===== config.mk =====
export PLATFORM = sky130hd
export DESIGN_NAME = ex_mem_latch
export DESIGN_NICKNAME = d
export VERILOG_FILES = /design/src/rtl/ex_mem_latch_pkg.sv /design/src/rtl/ex_mem_latch_pipe_reg.sv /design/src/rtl/ex_mem_latch.sv
export SDC_FILE = /design/constraint.sdc
export NUM_CORES = 1
export LEC_CHECK = 0
export ABC_AREA = 0
export BUFFER_PORTS_ARGS = -buffer_cell sky130_fd_sc_hd__buf_2
export CORE_UTILIZATION = 25
export CTS_BUF_LIST = sky130_fd_sc_hd__clkbuf_2 sky130_fd_sc_hd__clkbuf_4 sky130_fd_sc_hd__clkbuf_8
export CTS_CLUSTER_SIZE = 28
export DETAILED_ROUTE_END_ITERATION = 8
export GPL_ROUTABILITY_DRIVEN = 0
export GPL_TIMING_DRIVEN = 0
export PLACE_DENSITY_LB_ADDON = 0.25
export RECOVER_POWER = 50
export SETUP_SLACK_MARGIN = 0.3
export SYNTH_ARGS = -nofsm -noshare
export SYNTH_HDL_FRONTEND = slang
export SYNTH_SLANG_ARGS = --single-unit

===== constraint.sdc =====
create_clock -name clk -period 2.7 [get_ports clk]
set_input_delay 0.54 -clock clk [delete_from_list [all_inputs] [get_ports clk]]
set_output_delay 0.54 -clock clk [all_outputs]
set_load 0.01 [all_outputs]

===== src/rtl/ex_mem_latch_pkg.sv =====
// EX/MEM latch shared types and constants.
// Writeback source codes, FSM state, latch bundle.
package ex_mem_pkg;

  localparam logic [15:0] NOP = 16'h0800;

  typedef enum logic [2:0] {
    SRC_MEM    = 3'd0,
    SRC_ALU    = 3'd1,
    SRC_NPC    = 3'd2,
    SRC_SETVAL = 3'd3,
    SRC_SEXT8  = 3'd4,
    SRC_LBI    = 3'd5,
    SRC_BITREV = 3'd6,
    SRC_BAD    = 3'd7
  } wrSrc_e;

  typedef enum logic {
    RUN    = 1'b0,
    HALTED = 1'b1
  } state_e;

  typedef struct packed {
    logic        valid;
    logic [15:0] instr;
    logic [15:0] aluOut;
    logic [15:0] setVal;
    logic [15:0] reg1Data;
    logic [15:0] reg2Data;
    logic [15:0] nextPc;
    logic        memEn;
    logic        memWrt;
    logic        halt;
    logic        regWrt;
    logic [2:0]  regWrtSrc;
    logic [2:0]  regDst;
  } exMem_t;

  function automatic logic [15:0] bitRev16(
    input logic [15:0] v
  );
    logic [15:0] r;
    for (int i = 0; i < 16; i++) begin
      r[i] = v[15-i];
    end
    return r;
  endfunction

  function automatic logic [15:0] sext8(
    input logic [7:0] v
  );
    return {{8{v[7]}}, v};
  endfunction

endpackage


===== src/rtl/ex_mem_latch_pipe_reg.sv =====
// Single pipeline field register.
// Enable-gated with synchronous reset to a fixed value.
module pipe_reg #(
  parameter int          W      = 16,
  parameter logic [W-1:0] RSTVAL = '0
) (
  input  logic         clk,
  input  logic         rst,
  input  logic         en,
  input  logic [W-1:0] d,
  output logic [W-1:0] q
);

  // reset wins, otherwise load only when enabled
  always_ff @(posedge clk) begin
    if (rst) begin
      q <= RSTVAL;
    end else if (en) begin
      q <= d;
    end
  end

endmodule


===== src/rtl/ex_mem_latch.sv =====
// EX/MEM pipeline latch with halt freeze,
// forwarding taps, sticky error and retire count.
module ex_mem_latch
  import ex_mem_pkg::*;
(
  input  logic        clk,
  input  logic        rst,
  input  logic        stall,
  input  logic        flush,
  input  logic        validIn,
  input  logic [15:0] instrIn,
  input  logic [15:0] aluOutIn,
  input  logic [15:0] setValIn,
  input  logic [15:0] reg1DataIn,
  input  logic [15:0] reg2DataIn,
  input  logic [15:0] nextPcIn,
  input  logic        memEnIn,
  input  logic        memWrtIn,
  input  logic        haltIn,
  input  logic        regWrtIn,
  input  logic [2:0]  regWrtSrcIn,
  input  logic [2:0]  regDstIn,
  output logic        validOut,
  output logic [15:0] instrOut,
  output logic [15:0] aluOut,
  output logic [15:0] setVal,
  output logic [15:0] reg1Data,
  output logic [15:0] reg2Data,
  output logic [15:0] nextPc,
  output logic        memEn,
  output logic        memWrt,
  output logic        halt,
  output logic        regWrtOut,
  output logic [2:0]  regWrtSrc,
  output logic [2:0]  regDst,
  output logic        fwdValid,
  output logic [2:0]  fwdReg,
  output logic [15:0] fwdData,
  output logic        loadUse,
  output logic        err,
  output logic [15:0] instCount
);

  state_e state;
  state_e stateNxt;
  logic   halted;
  logic   loadEn;
  logic   bubble;
  logic   realLoad;
  logic   errSet;
  exMem_t inB;
  exMem_t dB;
  wrSrc_e outSrc;

  // FSM state register
  always_ff @(posedge clk) begin
    if (rst) begin
      state <= RUN;
    end else begin
      state <= stateNxt;
    end
  end

  // FSM next state: a real halt load parks the latch
  always_comb begin
    stateNxt = state;
    unique case (state)
      RUN:     if (realLoad && haltIn) stateNxt = HALTED;
      HALTED:  stateNxt = HALTED;
      default: stateNxt = RUN;
    endcase
  end

  // FSM outputs: halted freezes everything
  always_comb begin
    halted = (state == HALTED);
    loadEn = ~halted & ~stall;
  end

  // load classification and sticky error trigger
  always_comb begin
    bubble   = flush | ~validIn;
    realLoad = loadEn & ~bubble;
    errSet   = realLoad & regWrtIn
             & (regWrtSrcIn == SRC_BAD);
  end

  // gather inputs into one bundle
  always_comb begin
    inB           = '0;
    inB.valid     = validIn;
    inB.instr     = instrIn;
    inB.aluOut    = aluOutIn;
    inB.setVal    = setValIn;
    inB.reg1Data  = reg1DataIn;
    inB.reg2Data  = reg2DataIn;
    inB.nextPc    = nextPcIn;
    inB.memEn     = memEnIn;
    inB.memWrt    = memWrtIn;
    inB.halt      = haltIn;
    inB.regWrt    = regWrtIn;
    inB.regWrtSrc = regWrtSrcIn;
    inB.regDst    = regDstIn;
  end

  // substitute a NOP bubble for flushed or empty slots
  always_comb begin
    dB       = '0;
    dB.instr = NOP;
    if (!bubble) begin
      dB = inB;
    end
  end

  pipe_reg #(.W(1)) uValid (
    .clk(clk), .rst(rst), .en(loadEn),
    .d(dB.valid), .q(validOut)
  );

  pipe_reg #(.W(16), .RSTVAL(NOP)) uInstr (
    .clk(clk), .rst(rst), .en(loadEn),
    .d(dB.instr), .q(instrOut)
  );

  pipe_reg #(.W(16)) uAlu (
    .clk(clk), .rst(rst), .en(loadEn),
    .d(dB.aluOut), .q(aluOut)
  );

  pipe_reg #(.W(16)) uSetVal (
    .clk(clk), .rst(rst), .en(loadEn),
    .d(dB.setVal), .q(setVal)
  );

  pipe_reg #(.W(16)) uReg1 (
    .clk(clk), .rst(rst), .en(loadEn),
    .d(dB.reg1Data), .q(reg1Data)
  );

  pipe_reg #(.W(16)) uReg2 (
    .clk(clk), .rst(rst), .en(loadEn),
    .d(dB.reg2Data), .q(reg2Data)
  );

  pipe_reg #(.W(16)) uNextPc (
    .clk(clk), .rst(rst), .en(loadEn),
    .d(dB.nextPc), .q(nextPc)
  );

  pipe_reg #(.W(1)) uMemEn (
    .clk(clk), .rst(rst), .en(loadEn),
    .d(dB.memEn), .q(memEn)
  );

  pipe_reg #(.W(1)) uMemWrt (
    .clk(clk), .rst(rst), .en(loadEn),
    .d(dB.memWrt), .q(memWrt)
  );

  pipe_reg #(.W(1)) uHalt (
    .clk(clk), .rst(rst), .en(loadEn),
    .d(dB.halt), .q(halt)
  );

  pipe_reg #(.W(1)) uRegWrt (
    .clk(clk), .rst(rst), .en(loadEn),
    .d(dB.regWrt), .q(regWrtOut)
  );

  pipe_reg #(.W(3)) uWrSrc (
    .clk(clk), .rst(rst), .en(loadEn),
    .d(dB.regWrtSrc), .q(regWrtSrc)
  );

  pipe_reg #(.W(3)) uRegDst (
    .clk(clk), .rst(rst), .en(loadEn),
    .d(dB.regDst), .q(regDst)
  );

  pipe_reg #(.W(16)) uCount (
    .clk(clk), .rst(rst), .en(realLoad),
    .d(instCount + 16'd1), .q(instCount)
  );

  pipe_reg #(.W(1)) uErr (
    .clk(clk), .rst(rst), .en(errSet),
    .d(1'b1), .q(err)
  );

  // forwarding and load-use flags from the latched slot
  always_comb begin
    outSrc   = wrSrc_e'(regWrtSrc);
    fwdReg   = regDst;
    fwdValid = validOut & regWrtOut
             & (outSrc != SRC_MEM)
             & (outSrc != SRC_BAD);
    loadUse  = validOut & regWrtOut
             & (outSrc == SRC_MEM);
  end

  // forwarded value selected by writeback source
  always_comb begin
    fwdData = '0;
    unique case (1'b1)
      (outSrc == SRC_ALU):
        fwdData = aluOut;
      (outSrc == SRC_NPC):
        fwdData = nextPc;
      (outSrc == SRC_SETVAL):
        fwdData = setVal;
      (outSrc == SRC_SEXT8):
        fwdData = sext8(instrOut[7:0]);
      (outSrc == SRC_LBI):
        fwdData = {reg1Data[7:0], instrOut[7:0]};
      (outSrc == SRC_BITREV):
        fwdData = bitRev16(reg1Data);
      default:
        fwdData = '0;
    endcase
  end

endmodule

==> results of run 1 <==
[stage by stage]
step / hold slack [ns] / utilization
after detailed placement: 0.467 / 0.340
final: 0.318 / 0.365
after floorplan: 0.496 / -
after global routing: 0.304 / 0.365
after global placement: 0.470 / 0.340
after CTS: 0.285 / 0.369
[final cells by class]
cell class              instances  share of cell area
flip-flops and latches        125               0.348
multi-input cells             393               0.338
repair buffers                262               0.163
well taps                     265              0.0461
plain buffers                  55              0.0442
clock buffers                  20              0.0374
clock inverters                12              0.0200
inverters                       4             0.00209
diodes                          2            0.000695
[logic make-up (layout without fill, tap and decap cells)]
kind of cell               after synthesis  after routing  synth area share
AOI/OAI and AO/OA                      172            172             0.243
xor gates and xnor gates                 9              9            0.0155
adders and majority gates                1              1           0.00246
buffers and inverters                   59            353            0.0492
DFF                                    125            125             0.492
muxes                                   14             14            0.0293
other                                    0              2                 0
and+or+nand+nor                        197            197             0.169
[cell usage in the layout (no fill, tap or decap), drive strengths merged, types with 5 or more instances in the layout]
master  count
clkbuf    183
mux2i       7
nor3        7
dfxtp     125
a21oi      29
buf       154
nand2      20
nor2b      10
clkinv      7
nand3       6
nor2      135
a211oi      5
nor4        5
a22oi     107
a221oi      8
mux2        7
xnor2       7
[worst max-delay path, delay by kind of cell, from the launching register on]
family | cells | cell delay [ns]
flops | 1 | 0.46
compound gates | 2 | 0.46
simple gates | 1 | 0.06
buf+inv | 3 | 0.51
[state kept, by name (all words and copies together), names as in the netlist]
signal,cells
halted,1
uAlu.q,16
uCount.q,16
uErr.q,1
uHalt.q,1
uInstr.q,16
uMemEn.q,1
uMemWrt.q,1
uNextPc.q,16
uReg1.q,16
uReg2.q,16
uRegDst.q,3
uRegWrt.q,1
uSetVal.q,16
uValid.q,1
uWrSrc.q,3
[power by group]
part / switching, µW / internal (µW) / total (µW) / leakage [µW]
sequential: 41.6 / 1880 / 1930 / 0.00101
combinational: 238 / 155 / 393 / 0.00162
clock: 777 / 963 / 1740 / 0.000211
[cell usage after synthesis (all sizes together), types with 2 or more instances]
cell type / count
nor2: 135
dfxtp: 125
a22oi: 107
clkbuf: 41
a21oi: 29
nand2: 20
buf: 14
nor2b: 10
a221oi: 8
mux2: 7
mux2i: 7
nor3: 7
xnor2: 7
nand3: 6
a211oi: 5
nor4: 5
a22o: 4
inv: 4
nand2b: 4
o21ai: 4
and3: 3
nand4: 3
o221ai: 3
a21o: 2
a221o: 2
a31o: 2
a32oi: 2
xor2: 2
[worst min path at each step]
stage / endpoint / slack (ns)
floorplan: halted$_SDFF_PP0_ / 0.50
global placement: uErr.q$_SDFFE_PP0P_ / 0.47
detailed placement: uErr.q$_SDFFE_PP0P_ / 0.47
CTS: uInstr.q[11]$_SDFFE_PP1N_ / 0.29
global route: uMemWrt.q$_SDFFE_PP0N_ / 0.30
finish: uInstr.q[11]$_SDFFE_PP1N_ / 0.32
[per-layer routing]
metal  global-route usage  part of all wire
met5                    0                 0
met4               0.0726             0.020
met3               0.0451             0.054
met2                0.311              0.47
met1                0.267              0.46
[repair_timing]
action                                  4_1_cts  5_1_grt
endpoints found under the setup margin      100       93
gates resized for setup                      45       28
pin swaps                                     0        3
buffers inserted                              3        3
gates cloned                                  1        0
==> impl_summary.log, run 1 <==
[metrics] total wire length: 21100 µm
[metrics] number of distinct standard cells referenced by the synthesized netlist: 42
[metrics] post-detailed-placement cell area: 0.00670 mm²
[metrics] cells traversed along the worst timing path: buf_4 > buf_8 > nor2_1 > a211oi_2 > a21oi_1 > buf_2
[metrics] quantity of I/O buffers inserted on ports: 255
[metrics] delay of the slowest cell on the worst path: 0.46 ns
[metrics] run status: complete, no violations
[metrics] Die H: 145 µm
[metrics] synthesized area divided by synthesized cell count: 8.82 µm²
[metrics] area of the core region: 0.0197 mm²
[metrics] cell total after placement: 1097
[metrics] count of flip-flops with a built-in enable after synthesis: 0
[metrics] Starting Density: 0.258
[metrics] worst vdd rail ir drop: 0.000266 V
[metrics] top flip-flop cell by instance count after synthesis: dfxtp_1
[metrics] first-pass iteration count of the detailed router: 5
[metrics] area enclosed by the die boundary: 0.0209 mm²
[metrics] via-per-instance ratio: 4.78
[metrics] vias in the first global route: 5023
[metrics] clock sink count: 125
[metrics] synthesis-to-layout area growth: 41.4%
[metrics] number of cells on the worst hold path: 3
[metrics] power density of the placed cells: 564 mW/mm²
[metrics] final critical-path required period: 2.48 ns
[metrics] sequential cell area fraction in the yosys report: 0.492
[metrics] count of mapped cells out of synthesis: 577
[metrics] io pins: 256
[metrics] number of H-tree levels: 4
[metrics] number of cell rows: 51
[metrics] Syn Nets: 689
[metrics] pin count of the biggest net entering global routing: 17
[metrics] final clock skew: 0.00833 ns
[metrics] initial antenna violation count: 2
[metrics] hpwl dp: 16000 µm
[metrics] post-route total power: 4060 µW
[metrics] total global routing overflow: 0
[metrics] startpoint of the lowest-slack register-to-register path: halted$_SDFF_PP0_
[metrics] most area-hungry cell type in the Yosys netlist: dfxtp_1
[metrics] area taken by multi-input logic gates: 0.00243 mm²
[metrics] count of final max-slew check failures: 0
[metrics] count of antenna-violating nets left after detailed routing: 0
[metrics] die width: 145 µm
[metrics] via count: 5440
[metrics] MaxCap Viol Count: 0
[metrics] Total Negative Setup Slacks: 0 ns
[metrics] Setup WS pre-CTS: -0.297 ns
[metrics] global routing usage summed across all routing layers: 0.199
[metrics] Slew Limit Headroom: 0.461
[metrics] final routed DRC violation total: 0
[metrics] top-area cell type share of the netlist area: 0.492
[metrics] area used by sequential logic in the layout: 0.00251 mm²
[metrics] unrepaired setup endpoints after global routing: true
[metrics] cts bufs inserted: 17
[metrics] Seq cells post-synth: 125
[metrics] top achievable clock speed: 403 MHz
[metrics] reg-to-reg setup timing slack: 0.60 ns
[metrics] endpoint class of the critical path: primary output
[metrics] min setup slack post-route: 0.221 ns
[metrics] count of placed standard cells in the final layout, fillers left out: 1138
[metrics] final setup violation count: 0
[metrics] clk_lat worst skew: 0.44 ns
[metrics] maximum fanout along the worst path: 9
[metrics] share of final-layout standard cells stronger than drive strength 1: 0.262
[metrics] count of routing violations after the opening detailed-route iteration: 260
[metrics] CP arrival: 1.94 ns
[metrics] Final #Nets: 970
[metrics] CP Class: reg -> out
[metrics] hold crit path type: in -> reg
[metrics] share of the clock period used by the worst path: 0.918
[metrics] final design area excluding fillers: 0.00720 mm²
[metrics] startpoint type of the worst setup path: register
[metrics] total count of hold-check failures in the final report: 0
[metrics] Synth async-reset ratio: 0
[metrics] Setup crit end: fwdData[1]
[metrics] CTS Hold Buffers Added: 0
[metrics] CTS max path bufs: 2
[metrics] global-route wire length before repair: 30100 µm
[metrics] WL/cell: 18.6 µm
[metrics] RR Endpoint: uNextPc.q[4]$_SDFFE_PP0N_
[metrics] clock edge transition at the registers on the reported setup and hold paths: 0.07 ns
[metrics] yosys warns: 0
[metrics] Worst Reg-to-Reg Cells: 5
[metrics] clock root cell: clkbuf_8
[metrics] fill cell count: 2165
[metrics] CP required: 2.16 ns
[metrics] highest-delay cell along the critical path: dfxtp_1
[metrics] netlist area before placement: 0.00509 mm²
[metrics] Worst-Margin Slew: 0.808 ns
[metrics] Leakage Power: 0.00284 µW
[metrics] largest cells by area after synthesis: dfxtp_1 (49%), a22oi_1 (16%), nor2_1 (10%), clkbuf_1 (3.0%), a21oi_1 (2.9%)
[metrics] TritonCTS clock tree: built
[metrics] startpoint of the worst hold path: instrIn[11]
[metrics] critical path launch point: uWrSrc.q[2]$_SDFFE_PP0N_
Power figures use the tool's default switching activity.
==> inputs of run 2 (changes only) <==
Settings changed: SYNTH_HIERARCHICAL set to 1.
==> run 2 against run 1 <==
  * Die area up 25%
  * Critical path type unchanged
  * Clock skew up 0.0067 ns
  * Core utilization down 2.4 points
  * Sequential share of layout area down 5.5 points
  * Combinational power up 28%
  * Global-route usage down 3.3 points
  * Count of clock-buffer cells in the layout down 2
  * Register-to-register slack better by 0.13 ns
  * Total power up 2.4%
==> impl_summary.log, run 2 <==
[metrics] run status: complete, no violations
[metrics] quantity of I/O buffers inserted on ports: 255 (unchanged)
[metrics] switching power: 1170 µW (+11%)
[metrics] area enclosed by the die boundary: 0.0262 mm² (+25%)
[metrics] count of placed standard cells in the final layout, fillers left out: 1307 (+15%)
[metrics] Starting Density: 0.255 (-0.00334)
[metrics] area taken by multi-input logic gates: 0.00355 mm² (+46%)
[metrics] top achievable clock speed: 415 MHz (+2.9%)
[metrics] area used by sequential logic in the layout: 0.00251 mm² (+0.15%)
[metrics] Die H: 162 µm (+12%)
[metrics] initial antenna violation count: 0 (-2)
[metrics] post-detailed-placement cell area: 0.00809 mm² (+21%)
[metrics] first-pass iteration count of the detailed router: 4 (-1)
[metrics] clk_lat worst skew: 0.44 ns (about the same)
[metrics] endpoint class of the critical path: primary output
[metrics] count of routing violations after the opening detailed-route iteration: 280 (+7.7%)
[metrics] top cells by count, synth: mux2i_1 (131), nor2_1 (128), dfxtp_1 (125)
[metrics] post-CTS setup buffers: 0 (-3)
[metrics] final setup violation count: 0 (unchanged)
[metrics] power density of the placed cells: 485 mW/mm² (-14%)
[metrics] startpoint type of the worst setup path: register
[metrics] total global routing overflow: 0 (unchanged)
[metrics] post-route total power: 4150 µW (+2.4%)
[metrics] MaxCap Viol Count: 0 (unchanged)
[metrics] cts bufs inserted: 17 (unchanged)
[metrics] largest cells by area after synthesis: dfxtp_1 (39%), mux2i_1 (21%), and2_1 (11%), nor2_1 (7.5%), buf_12 (2.2%)
[metrics] switching fraction of total power: 0.283 (+0.0222)
[metrics] Synth async-reset ratio: 0 (unchanged)
[metrics] io pins: 256 (unchanged)
[metrics] netlist area before placement: 0.00640 mm² (+26%)
[metrics] fill cell count: 2790 (+29%)
[metrics] via count: 5604 (+3.0%)
[metrics] synthesis-to-layout area growth: 33.8%
[metrics] Worst-Margin Slew: 0.940 ns (+0.132 ns)
[metrics] number of distinct standard cells referenced by the synthesized netlist: 44 (+4.8%)
[metrics] # diodes: 0 (-2)
[metrics] clock root cell: clkbuf_8
[metrics] CTS Hold Buffers Added: 0 (unchanged)
[metrics] final routed DRC violation total: 0 (unchanged)
[metrics] count of antenna-violating nets left after detailed routing: 0 (unchanged)
[metrics] CP Class: reg -> out
[metrics] worst vdd rail ir drop: 0.000203 V (-24%)
[metrics] number of cell rows: 58 (+14%)
[metrics] area of the core region: 0.0251 mm² (+27%)
[metrics] leading cell type in the layout, fill and taps excluded: buf_2
[metrics] Total Negative Setup Slacks: 0 ns (unchanged)
[metrics] share of final-layout standard cells stronger than drive strength 1: 0.248 (-0.0141)
[metrics] CP required: 2.16 ns (about the same)
[metrics] yosys warns: 6 (+6)
[metrics] internal power consumption: 2980 µW (-0.72%)
[metrics] final critical-path required period: 2.41 ns (-0.0708 ns)
[metrics] Slew Limit Headroom: 0.373 (-0.0882)
[metrics] combinational cell fraction of total power: 0.121 (+0.024)
[metrics] smallest hold slack: 0.359 ns (+0.0403 ns)
[metrics] Seq cells post-synth: 125 (unchanged)
[metrics] count of final max-slew check failures: 0 (unchanged)
[metrics] number of H-tree levels: 4 (unchanged)
[metrics] count of flip-flops with a built-in enable after synthesis: 0 (unchanged)
[metrics] via-per-instance ratio: 4.29 (-10%)
[metrics] hold crit path type: in -> reg
[metrics] total count of hold-check failures in the final report: 0 (unchanged)
[metrics] top flip-flop cell by instance count after synthesis: dfxtp_1
[metrics] synthesized area divided by synthesized cell count: 9.31 µm² (+5.6%)
[metrics] WL/cell: 17.0 µm (-8.4%)
[metrics] most frequent cells in the layout: buf_2 (147), mux2i_1 (131), clkbuf_1 (130)
[metrics] count of mapped cells out of synthesis: 687 (+19%)
[metrics] pin count of the biggest net entering global routing: 21 (+4)
[metrics] cell total after placement: 1272 (+16%)
[metrics] final clock skew: 0.0150 ns (+0.00671 ns)
[metrics] maximum fanout along the worst path: 10 (+1)
[metrics] die width: 162 µm (+12%)
[metrics] CTS max path bufs: 2 (unchanged)
[metrics] Syn Nets: 799 (+16%)
[metrics] most area-hungry cell type in the Yosys netlist: dfxtp_1
[metrics] TritonCTS clock tree: built
[metrics] final design area excluding fillers: 0.00856 mm² (+19%)
[metrics] vias in the first global route: 5242 (+4.4%)
[metrics] global routing usage summed across all routing layers: 0.167 (-0.0326)
[metrics] share of the clock period used by the worst path: 0.892 (-0.0262)
[metrics] clock sink count: 125 (unchanged)
[metrics] sequential cell area fraction in the yosys report: 0.391 (-0.101)
[metrics] Reg power frac: 0.465 (-0.009)
[metrics] global-route wire length before repair: 32000 µm (+6.3%)
[metrics] clock edge transition at the registers on the reported setup and hold paths: 0.09 ns (+0.02 ns)
[metrics] total wire length: 22200 µm (+5.2%)
[metrics] unrepaired setup endpoints after global routing: true
[metrics] Final #Nets: 1076 (+11%)
[metrics] hpwl dp: 17100 µm (+6.3%)
[metrics] Leakage Power: 0.00378 µW (+33%)
[metrics] top-area cell type share of the netlist area: 0.391 (-0.101)
[metrics] CP arrival: 1.87 ns (-0.07 ns)
[metrics] share of total power in the clock network: 0.414 (-0.015)
[metrics] most repeated cell in the gate-level netlist after synthesis: mux2i_1
## run 2: cell types whose count changed after synthesis, sizes merged, moves of 8 or more
cell    before  now
a21oi       29    0
a221oi       8    0
a22oi      107    8
and2         0  108
and3b        0   13
buf         14   42
clkbuf      41   14
mux2i        7  131
o211ai       0    8
xor2         2   10
## run 2: final cells by class
cell class	count	area share
repair buffers	258	0.141
multi-input cells	502	0.415
clock buffers	18	0.0282
well taps	330	0.0482
inverters	4	0.00175
clock inverters	14	0.0184
flip-flops and latches	125	0.293
plain buffers	56	0.0545
## run 2: path summary, 6_finish.rpt
| kind | from | endpoint | slack, ns | cells past startpoint |
|---|---|---|---|---|
| worst min-delay path | haltIn | halted$_SDFF_PP0_ | 0.36 | 3 |
| worst max register to register | halted$_SDFF_PP0_ | uCount/q[4]$_SDFFE_PP0P_ | 0.73 | 6 |
| worst min register to register | uReg2/q[15]$_SDFFE_PP0P_ | uReg2/q[15]$_SDFFE_PP0P_ | 0.50 | 2 |
| worst max-delay path | uWrSrc/q[1]$_SDFFE_PP0P_ | fwdData[7] | 0.29 | 5 |
## run 2: timing repair
item / 4_1_cts / 5_1_grt
setup endpoints to repair: 18 / 17
pin swaps: 1 / 2
gates cloned: 0 / 3
hold endpoints to repair: 0 / 0
gates resized for setup: 27 / 26
## run 2: metrics by stage
step / util / setup WS [ns]
after floorplan: - / 0.637
after global placement: 0.322 / -0.139
after detailed placement: 0.322 / 0.212
after CTS: 0.341 / 0.269
after global routing: 0.341 / 0.192
final: 0.341 / 0.292
## run 2: logic make-up after synthesis
group,synth area share
AOI/OAI and AO/OA,0.0440
DFF,0.391
buffers and inverters,0.0667
adders and majority gates,0.00196
xor gates and xnor gates,0.0192
muxes,0.217
and+or+nand+nor,0.259
other,0.000586
## run 2: power groups by stage
stage | clock network [µW] | logic (µW) | registers [µW]
2_1_floorplan | 0 | 288 | 1980
3_3_place_gp | 0 | 505 | 1970
3_5_place_dp | 0 | 506 | 1970
4_1_cts | 1790 | 512 | 1930
5_1_grt | 1880 | 550 | 1940
6_report | 1720 | 503 | 1930
## run 2: worst max-delay path, stage by stage (launching register included)
cell	delay, ns
dfxtp_1	0.45
buf_4	0.21
mux2_2	0.35
nand2_1	0.08
o221ai_1	0.17
buf_2	0.19
## run 2: per-layer routing
layer | part of all wire | vias to the layer above | global-route usage
li1 | - | 2874 | -
met1 | 0.49 | 2561 | 0.228
met2 | 0.46 | 151 | 0.261
met3 | 0.045 | 18 | 0.0314
met4 | 0.014 | 0 | 0.0549
met5 | 0 | - | 0
